--- config.mk ---
export PLATFORM = sky130hd
export DESIGN_NAME = matmul_sequencer
export DESIGN_NICKNAME = d
export VERILOG_FILES = /design/src/rtl/matmul_sequencer.sv
export SDC_FILE = /design/constraint.sdc
export NUM_CORES = 1
export LEC_CHECK = 0
export ABC_AREA = 1
export CORE_ASPECT_RATIO = 2
export CORE_UTILIZATION = 50
export DETAILED_ROUTE_END_ITERATION = 8
export GPL_ROUTABILITY_DRIVEN = 0
export PLACE_DENSITY = 0.75
export RECOVER_POWER = 50
export SLEW_MARGIN = 15
export SYNTH_ARGS = -nofsm -noshare
export SYNTH_HDL_FRONTEND = slang
export SYNTH_SLANG_ARGS = --single-unit
--- constraint.sdc ---
create_clock -name clk -period 3.9 [get_ports clk]
set_input_delay 0.585 -clock clk [delete_from_list [all_inputs] [get_ports clk]]
set_output_delay 0.585 -clock clk [all_outputs]
set_load 0.05 [all_outputs]
--- src/rtl/matmul_sequencer.sv ---
// 2x2 signed matrix product sequencer: one shared multiplier, one accumulator,
// one MAC per enabled cycle, results saturated to OUT_W bits per element.
// Ports:
//   clk, rst (async, active-high), ena (low = stall everything)
//   in_valid/in_ready  : operand handshake, mat_a/mat_b packed {x11,x10,x01,x00}
//   out_valid/out_ready: result handshake, mat_c packed {c11,c10,c01,c00}
//   sat                : per-element clamp flag, busy: high while computing
module matmul_sequencer #(
    parameter int ELEM_W = 2,
    parameter int OUT_W  = 4
) (
    input  logic                clk,
    input  logic                rst,
    input  logic                ena,
    input  logic                in_valid,
    output logic                in_ready,
    input  logic [4*ELEM_W-1:0] mat_a,
    input  logic [4*ELEM_W-1:0] mat_b,
    output logic                out_valid,
    input  logic                out_ready,
    output logic [4*OUT_W-1:0]  mat_c,
    output logic [3:0]          sat,
    output logic                busy
);

    localparam int ACC_W = 2 * ELEM_W + 1;
    localparam int MAX_V = 2 ** (OUT_W - 1) - 1;
    localparam int MIN_V = -(2 ** (OUT_W - 1));

    typedef enum logic [1:0] {
        S_IDLE,
        S_COMPUTE,
        S_DONE
    } state_t;

    state_t                    state_q, state_d;
    logic [2:0]                step_q, step_d;
    logic [4*ELEM_W-1:0]       a_q, a_d;
    logic [4*ELEM_W-1:0]       b_q, b_d;
    logic signed [ACC_W-1:0]   acc_q, acc_d;
    logic [4*OUT_W-1:0]        mat_c_q, mat_c_d;
    logic [3:0]                sat_q, sat_d;

    logic [1:0]                elem;
    logic [1:0]                a_idx;
    logic [1:0]                b_idx;
    logic [ELEM_W-1:0]         a_el;
    logic [ELEM_W-1:0]         b_el;
    logic signed [ACC_W-1:0]   a_ext;
    logic signed [ACC_W-1:0]   b_ext;
    logic signed [ACC_W-1:0]   sum;
    logic [OUT_W-1:0]          clip;
    logic                      clipped;
    logic                      in_xfer;
    logic                      out_xfer;

    assign in_ready  = ena & ((state_q == S_IDLE) |
                              ((state_q == S_DONE) & out_ready));
    assign in_xfer   = in_valid & in_ready;
    assign out_xfer  = (state_q == S_DONE) & out_ready & ena;
    assign out_valid = (state_q == S_DONE);
    assign busy      = (state_q == S_COMPUTE);
    assign mat_c     = mat_c_q;
    assign sat       = sat_q;

    // Step s selects element s[2:1] and term k = s[0]:
    // a[i][k] * b[k][j] with i = elem[1], j = elem[0].
    always_comb begin
        elem  = step_q[2:1];
        a_idx = {elem[1], step_q[0]};
        b_idx = {step_q[0], elem[0]};
        a_el  = a_q[int'(a_idx) * ELEM_W +: ELEM_W];
        b_el  = b_q[int'(b_idx) * ELEM_W +: ELEM_W];
        a_ext = {{(ACC_W - ELEM_W){a_el[ELEM_W-1]}}, a_el};
        b_ext = {{(ACC_W - ELEM_W){b_el[ELEM_W-1]}}, b_el};
        sum   = acc_q + a_ext * b_ext;
        clipped = 1'b0;
        clip    = sum[OUT_W-1:0];
        if (int'(sum) > MAX_V) begin
            clip    = OUT_W'(MAX_V);
            clipped = 1'b1;
        end else if (int'(sum) < MIN_V) begin
            clip    = OUT_W'(MIN_V);
            clipped = 1'b1;
        end
    end

    always_comb begin
        state_d = state_q;
        step_d  = step_q;
        a_d     = a_q;
        b_d     = b_q;
        acc_d   = acc_q;
        mat_c_d = mat_c_q;
        sat_d   = sat_q;
        if (ena) begin
            case (state_q)
                S_IDLE: begin
                    if (in_xfer) begin
                        state_d = S_COMPUTE;
                        a_d     = mat_a;
                        b_d     = mat_b;
                        step_d  = 3'd0;
                        acc_d   = '0;
                    end
                end
                S_COMPUTE: begin
                    acc_d  = sum;
                    step_d = step_q + 3'd1;
                    if (step_q[0]) begin
                        mat_c_d[int'(elem) * OUT_W +: OUT_W] = clip;
                        sat_d[elem] = clipped;
                        acc_d = '0;
                    end
                    if (step_q == 3'd7) begin
                        state_d = S_DONE;
                    end
                end
                S_DONE: begin
                    if (out_xfer) begin
                        if (in_xfer) begin
                            state_d = S_COMPUTE;
                            a_d     = mat_a;
                            b_d     = mat_b;
                            step_d  = 3'd0;
                            acc_d   = '0;
                        end else begin
                            state_d = S_IDLE;
                        end
                    end
                end
                default: state_d = S_IDLE;
            endcase
        end
    end

    always_ff @(posedge clk or posedge rst) begin
        if (rst) begin
            state_q <= S_IDLE;
            step_q  <= '0;
            a_q     <= '0;
            b_q     <= '0;
            acc_q   <= '0;
            mat_c_q <= '0;
            sat_q   <= '0;
        end else begin
            state_q <= state_d;
            step_q  <= step_d;
            a_q     <= a_d;
            b_q     <= b_d;
            acc_q   <= acc_d;
            mat_c_q <= mat_c_d;
            sat_q   <= sat_d;
        end
    end

endmodule

==> reports/summary.txt <==
# DRC: 0
Post-synth cell types: 31
Largest stage delay, worst path: 0.69 ns
Postcts setup bufs: 0
PostCTS Resize Cnt: 0
MaxCap Viol Count: 1
Die Footprint: 5390 sq um
H-tree depth: 2
Count of yosys warnings during synthesis: 0
Routed len/inst: 13.9 um
HPWL after DPL: 4320 um
IO Port Bufs: 43
DR vias/cell: 5.24
HP Class: flop to flop
Worst slew pin tran: 2.18 ns
Sequential share of the synthesized area: 45.3%
Max frequency: 0.284 GHz
Grt total ovfl: 0
Most used cell along the critical path: nand2_1
GRT Overall Usage: 23.4%
Relative slew slack: -45.2%
Worst hold slack: 0.481 ns
Final Hold Vio Count: 0
Critical Path AT: 3.78 ns
Area of the core: 4860 sq um
Final Net Count: 366
First-pass GRT wire length: 9120 um
Bufs and invs on worst path: 5
Antenna Cells: 0
TritonRoute pass-1 iters: 4
Prevailing post-synth register cell: dfrtp_1
Chip Width: 52.4 um
Unrepaired setup endpoints after global routing: no
Crit path required time: 4.15 ns
CTS Root Cell: clkbuf_8
# fillers: 428
Clk_lat worst skew: 0.31 ns
Mapped Area: 2540 sq um
1st-iter DRT viols: 45
Tcrit/Tclk final: 90.3%
Vias in the first global route: 2116
CTS clk-pin slew, worst paths: 0.09 ns
Post-route setup TNS: 0 ns
CP cell instances: inv_2 -> nand2_1 -> nand2_1 -> nand2_1 -> nand2_2 -> inv_1 -> nor2_1 -> fa_1 -> inv_1 -> fa_1 -> inv_1 -> nand3_1 -> nand2_1 -> nand2_1 -> nand2_1 -> inv_1 -> nand3_2 -> nand2_4 -> nand2_4 -> nand2_2 -> nand2_2 -> nand4_1 -> nand2_1
Clock buffer depth: 2
Initial Util: 52.3%
Setup violators final: 0
Io pins: 44
Initial antenna violation count: 0
Crit Path Category: flop to flop
Syn Nets: 321
Layout cells sized above 1: 15.2%
Startpoint types: flop
Setup Skew: 0.0116 ns
Mapped Cells: 283
Die Ht: 103 um
Failing checks: max-capacitance violations, max-slew violations
Max Transition Viols Final: 43
Clk sink count: 46
Largest net degree at the start of global routing: 43
Status: complete, but fails checks
DRT antenna net count: 0
Detailed-route wire length: 5370 um
Family with the most delay on the worst path: simple AND/OR/NAND/NOR gates
Number of buffers created by CTS: 5
Most frequent cells in the layout: 69 x nand2_1, 46 x dfrtp_1, 32 x clkdlybuf4s50_1, 27 x inv_1, 17 x nor2_1
Crit path max fanout: 17
P&R area growth vs syn: 21.6%
Routed vias: 2016
Crit. End Element: flop
CTS tree: built
Async S/R FF share, synth: 100%
Most common cell after layout, fill and taps aside: nand2_1
#FFs+latches synth: 46
Rows: 36
Min Tclk post-route: 3.52 ns
Mean Syn Cell Area: 8.98 sq um
Crit path max-delay cell type: dfrtp_1
Post-CTS Hold Buffers: 0
EDFF count, synth: 0
-- path summary, 6_finish.rpt --
| path | cells past startpoint | from | slack, ns | to |
|---|---|---|---|---|
| worst min register to register | 2 | mat_c[7]$_DFFE_PP0P_ | 0.48 | mat_c[7]$_DFFE_PP0P_ |
| max in group asynchronous | 3 | rst | 1.01 | acc_q[2]$_DFFE_PP0P_ |
| worst min-delay path | 2 | mat_c[7]$_DFFE_PP0P_ | 0.48 | mat_c[7]$_DFFE_PP0P_ |
| min in group asynchronous | 2 | rst | 0.60 | sat[3]$_DFFE_PP0P_ |
| worst max-delay path | 23 | step_q[1]$_DFFE_PP0P_ | 0.38 | mat_c[13]$_DFFE_PP0P_ |
| worst max register to register | 23 | step_q[1]$_DFFE_PP0P_ | 0.38 | mat_c[13]$_DFFE_PP0P_ |
-- worst register-to-register path, delay by kind of cell, from the launching register on --
family	cells	cell delay, ns
adder cells (fa/ha/maj)	2	0.96
buffers and inverters	5	0.49
flip-flops	1	0.69
AND/OR/NAND/NOR	16	1.32
-- metal layers --
metal	GRT usage [%]	routed length, um	part of all wire (%)	up-vias
li1	-	-	-	1005
met1	22.0	1840	34	938
met2	43.8	3130	58	53
met3	4.72	152	2.8	20
met4	14.0	238	4.4	0
met5	0	0	0	-
-- Yosys cell counts, types with 7 or more instances --
cell	n	area share, %
nand4_1	7	1.7
dfrtp_1	46	45
nand3_1	14	2.8
mux2_2	12	5.3
a21oi_1	9	1.8
nand2_1	69	10
ha_1	15	7.4
inv_1	28	4.1
nor2_1	17	2.5
nand2_2	13	3.2
o21ai_0	12	2.4
-- state kept, by name, summed over array words and instances, names as in the netlist --
register	count
a_q	8
mat_c	16
acc_q	5
b_q	8
sat	4
state_q	2
step_q	3
-- area by class of cell --
class | instances | area (sq um) | area share [%]
Timing Repair Buffer | 44 | 434 | 14.0
Clock buffer | 6 | 72.6 | 2.35
Inverter | 34 | 128 | 4.13
Tap cell | 57 | 71.3 | 2.31
Sequential cell | 46 | 1150 | 37.2
Clock inverter | 1 | 7.51 | 0.243
Multi-Input combinational cell | 197 | 1230 | 39.7
-- kinds of logic after synthesis --
| logic type | share of synthesized area, % |
|---|---|
| AO/OA/AOI/OAI | 7.18 |
| XOR/XNOR | 0.345 |
| adder cells (fa/ha/maj) | 8.96 |
| buffers and inverters | 6.45 |
| flip-flops | 45.3 |
| multiplexers | 5.31 |
| AND/OR/NAND/NOR | 26.5 |
-- metrics by stage --
stage               setup slack [ns]  area [sq um]  std cells  util, %
global route                   0.101          3090        385     63.6
CTS                            0.391          3100        385     63.6
finish                         0.377          3090        385     63.6
floorplan                      0.902          2540        283        -
global placement               0.559          3020        378     62.0
detailed placement             0.430          3020        378     62.0
Power is not shown: default switching activity piles up to over one toggle a cycle in this logic, so the estimate is an artifact.
